### config.mk
export PLATFORM = sky130hd
export DESIGN_NAME = sp_ram_fifo_ctrl
export DESIGN_NICKNAME = d
export VERILOG_FILES = /design/src/rtl/sp_ram_fifo_ctrl.sv
export SDC_FILE = /design/constraint.sdc
export NUM_CORES = 1
export LEC_CHECK = 0
export ABC_AREA = 1
export BUFFER_PORTS_ARGS = -buffer_cell sky130_fd_sc_hd__buf_2
export CORE_AREA = 2 2 213 215
export DETAILED_ROUTE_END_ITERATION = 10
export DIE_AREA = 0 0 215 217
export GPL_TIMING_DRIVEN = 1
export PLACE_DENSITY = 0.55
export SLEW_MARGIN = 20
export SYNTH_ARGS = -nofsm -noshare
export SYNTH_HDL_FRONTEND = slang
export SYNTH_SLANG_ARGS = --single-unit
### constraint.sdc
create_clock -name clk -period 4 [get_ports clk]
set_input_delay 0.8 -clock clk [delete_from_list [all_inputs] [get_ports clk]]
set_output_delay 0.8 -clock clk [all_outputs]
set_load 0.05 [all_outputs]
### src/rtl/sp_ram_fifo_ctrl.sv
// sp_ram_fifo_ctrl: stream FIFO over one single-port RAM with a 2-entry output buffer
module sp_ram_fifo_ctrl #(
  parameter int DEPTH = 8192,
  parameter int DATA_WIDTH = 128,
  localparam int AW = $clog2(DEPTH)
) (
  input  logic                  clk,
  input  logic                  rst_n,
  input  logic                  in_valid,
  output logic                  in_ready,
  input  logic [DATA_WIDTH-1:0] in_data,
  output logic                  out_valid,
  input  logic                  out_ready,
  output logic [DATA_WIDTH-1:0] out_data,
  output logic                  ram_cs,
  output logic                  ram_w_en,
  output logic [AW-1:0]         ram_addr,
  output logic [DATA_WIDTH-1:0] ram_wr_data,
  input  logic [DATA_WIDTH-1:0] ram_rd_data,
  input  logic                  ram_mem_valid,
  output logic [AW+1:0]         fill_level,
  output logic                  err
);
  logic [AW-1:0] wr_ptr, rd_ptr;
  logic [AW:0] ram_count;
  logic [DATA_WIDTH-1:0] ob0, ob1;
  logic [1:0] ob_count;
  logic rd_inflight, last_grant;
  logic want_rd, want_wr, gnt_rd, gnt_wr, push, pop, push_hi;
  // Port arbitration: a read is only requested when the output buffer has room reserved for its data
  always_comb begin
    want_rd = rst_n && ram_count != '0 && ({1'b0, ob_count} + {2'b0, rd_inflight}) < 3'd2;
    want_wr = rst_n && in_valid && ram_count != (AW+1)'(DEPTH);
    gnt_rd = want_rd && (!want_wr || !last_grant);
    gnt_wr = want_wr && !gnt_rd;
    push = ram_mem_valid && rd_inflight;
    pop = out_valid && out_ready;
    push_hi = pop ? ob_count == 2'd2 : ob_count == 2'd1;
  end
  assign in_ready = gnt_wr;
  assign ram_cs = gnt_rd || gnt_wr;
  assign ram_w_en = gnt_wr;
  assign ram_addr = gnt_wr ? wr_ptr : rd_ptr;
  assign ram_wr_data = in_data;
  assign out_valid = ob_count != 2'd0;
  assign out_data = ob0;
  assign fill_level = (AW+2)'(ram_count) + (AW+2)'(ob_count) + (AW+2)'(rd_inflight);
  // Pointer, occupancy, output buffer and error state; reset discards in-flight data
  always_ff @(posedge clk) begin
    if (!rst_n) begin
      wr_ptr <= '0;
      rd_ptr <= '0;
      ram_count <= '0;
      ob0 <= '0;
      ob1 <= '0;
      ob_count <= '0;
      rd_inflight <= 1'b0;
      last_grant <= 1'b0;
      err <= 1'b0;
    end else begin
      if (gnt_wr) wr_ptr <= wr_ptr == AW'(DEPTH-1) ? '0 : wr_ptr + 1'b1;
      if (gnt_rd) rd_ptr <= rd_ptr == AW'(DEPTH-1) ? '0 : rd_ptr + 1'b1;
      ram_count <= ram_count + (AW+1)'(gnt_wr) - (AW+1)'(gnt_rd);
      rd_inflight <= gnt_rd;
      if (gnt_wr || gnt_rd) last_grant <= gnt_rd;
      if (ram_mem_valid && !rd_inflight) err <= 1'b1;
      if (pop) ob0 <= ob1;
      if (push && !push_hi) ob0 <= ram_rd_data;
      if (push && push_hi) ob1 <= ram_rd_data;
      ob_count <= ob_count + 2'(push) - 2'(pop);
    end
  end
endmodule

==> impl_metrics.env <==
export IMPL_status="finished clean"
export IMPL_setup_slack_ns=0.3082
export IMPL_gp_congestion=0.8477
export IMPL_synth_distinct_cells=29
export IMPL_ctsHoldBuffers=0
export IMPL_post_place_ws_ns=0.6370
export IMPL_yosysWarnings=0
export IMPL_power_leakage_nw=7.805
export IMPL_yosysTopAreaCell="dfxtp_1"
export IMPL_drt_wirelength_per_cell_um=14.08
export IMPL_cp_arrival_ns=2.89
export IMPL_h_tree_depth=2
export IMPL_io_pin_count=550
export IMPL_dr_pass1_iters=5
export IMPL_cp_max_fo=4
export IMPL_syn_cell_area_um2=15320
export IMPL_ys_flop_type="dfxtp_1"
export IMPL_vdd_drop_max_mv=0.3817
export IMPL_synth_cells=2229
export IMPL_grt_pass1_vias=12605
export IMPL_hp_start="ob1[122]$_SDFFE_PN0P_"
export IMPL_ys_seq_elements=301
export IMPL_cts_resized=0
export IMPL_hold_path_end="ob1[122]$_SDFFE_PN0P_"
export IMPL_start_util_pct=34.28
export IMPL_overflow=0
export IMPL_syn_nets=2530
export IMPL_final_util_pct=38.92
export IMPL_timing_rr_end="ram_count[6]$_SDFF_PN0_"
export IMPL_clk_pin_slew_ns=0.06
export IMPL_hold_path_class="reg2reg"
export IMPL_fin_crit_sh_pct=92.30
export IMPL_period_needed_ns=3.692
export IMPL_start_kind="register"
export IMPL_area_delta_synth_final_pct=13.54
export IMPL_numCtsBuffers=37
export IMPL_drive_above_1_share_pct=16.12
export IMPL_diodes=0
export IMPL_ant_nets=0
export IMPL_grtUsageTotal_pct=17.27
export IMPL_cts_max_path_buffers=3
export IMPL_antenna_found_initial=1
export IMPL_synth_area_per_cell_um2=6.875
export IMPL_timing_hold_ws_ns=0.4423
export IMPL_maxCapViolations=0
export IMPL_end_kind="output port"
export IMPL_portBuffers=293
export IMPL_via_per_inst=4.647
export IMPL_crit_type="reg2out"
export IMPL_grt_first_pass_wirelength_mm=66.20
export IMPL_grt_max_degree=147
export IMPL_clock_skew_ns=0.01486
export IMPL_dieArea_um2=46660
export IMPL_synth_top_area_share_pct=39.32
export IMPL_post_place_cells=2884
export IMPL_yosysMostFrequentCell="inv_1"
export IMPL_rows=78
export IMPL_reg2reg_depth=21
export IMPL_tns_ns=0
export IMPL_setup_viol=0
export IMPL_die_w_um=215
export IMPL_core_area_um2=44700
export IMPL_drtIter0Drc=921
export IMPL_final_max_slew_violation_count=0
export IMPL_drt_drc_violations_left=0
export IMPL_synth_top_cells_by_area="dfxtp_1 39%, o21ai_0 13%, inv_1 12%"
export IMPL_synth_edf_count=0
export IMPL_fmax_mhz=270.9
export IMPL_clock_sinks=301
export IMPL_layout_nets=2624
export IMPL_rsz0062_at_grt="false"
export IMPL_drt_total_wl_mm=41.54
export IMPL_dp_hpwl_mm=28.35
export IMPL_tritoncts="yes"
export IMPL_vias=13714
export IMPL_ff2ff_setup_slack_ns=0.70
export IMPL_synth_common_cells="472 x inv_1, 399 x o21ai_0, 301 x dfxtp_1"
export IMPL_worst_pin_slew_ns=1.092
export IMPL_maxSlewHeadroom_pct=27.20
export IMPL_r2r_start="ram_count[7]$_SDFF_PN0_"
export IMPL_critPathRequiredTime_ns=3.20
export IMPL_layout_cells_non_filler=2951
export IMPL_clk_latency_ns=0.54
export IMPL_power_density_nw_per_um2=714.0
export IMPL_dieHeight_um=217
export IMPL_post_cts_setup_buffers=0
export IMPL_cts_root_buffer="clkbuf_16"
export IMPL_final_hold_viol_count=0
export IMPL_synthArstFlopShare_pct=0
export IMPL_synth_yosys_seq_area_share_pct=39.32
export IMPL_whs_path_depth=2
==> metal layers <==
layer	part of all wire (%)	global-route usage [%]
met1	43	20.72
met2	47	29.54
met4	2.6	5.264
met3	7.6	5.451
met5	0.031	0
==> stage by stage <==
| step | cell area (µm²) | power [mW] |
|---|---|---|
| finish | 17400 | 12.42 |
| global route | 17400 | 13.31 |
| CTS | 17400 | 12.59 |
| detailed placement | 16180 | 9.214 |
| global placement | 16180 | 9.133 |
| floorplan | 15320 | 8.352 |
==> power breakdown <==
| group | switching, mW | internal [mW] |
|---|---|---|
| clock network | 1.31 | 1.99 |
| logic | 3.77 | 1.31 |
| registers | 0.393 | 3.65 |
==> area by class of cell <==
cell class                 instances  area [µm²]
tap                              600       750.7
sequential                       301        6026
fill                            4776       27300
inverter                         478        1794
timing repair buffer             307        1640
clock buffer                      58        1157
multi-input combinational       1198        5973
clock inverter                     9       56.30
==> layout by cell type, fill, tap and decap left out, drive strengths merged <==
cell      instances
clkbuf           58
or2               2
fa                3
xor2             15
nor2             94
clkinvlp          3
o21a              1
nand4             9
nand2           276
nand3            36
inv             479
clkinv            5
o21ai           423
and2              1
nor3              6
ha               37
dfxtp           301
o21bai            3
buf             307
a31oi             1
nor3b             1
a21oi           290
==> cell families after synthesis <==
family | count (synthesis) | share of synthesized area, %
buffers and inverters | 730 | 21.79
DFF | 301 | 39.32
xor gates and xnor gates | 15 | 0.8574
and+or+nand+nor | 425 | 10.99
AOI/OAI and AO/OA | 718 | 23.62
adders and majority gates | 40 | 3.413
==> worst max-delay path: stages, from the launching register on <==
cell and delay (ns):
dfxtp_1 0.40, inv_2 0.10, fa_1 0.39, inv_1 0.10
a21oi_1 0.09, nor3b_1 0.28, buf_4 0.19, nand2_1 0.09
nor2_1 0.25, nand3_1 0.14, nand2_1 0.09, buf_2 0.26
==> sequential cells by signal, indices dropped and copies added (netlist names) <==
| register | cells |
|---|---|
| ob1 | 128 |
| out_data | 128 |
| ram_count | 14 |
| rd_ptr | 13 |
| wr_ptr | 13 |
| ob_count | 2 |
| err | 1 |
| last_grant | 1 |
| rd_inflight | 1 |
==> how the worst max path moves through the flow <==
stage,startpoint,end,cells past startpoint
after detailed placement,rst_n,ram_count[6]$_SDFF_PN0_,18
after global routing,ob_count[0]$_SDFF_PN0_,fill_level[11],11
final,ob_count[0]$_SDFF_PN0_,fill_level[11],11
after floorplan,rst_n,ram_addr[0],7
after CTS,ob_count[0]$_SDFF_PN0_,fill_level[11],11
after global placement,rst_n,ram_count[6]$_SDFF_PN0_,18
No activity file was read; power rests on OpenSTA's default activity.
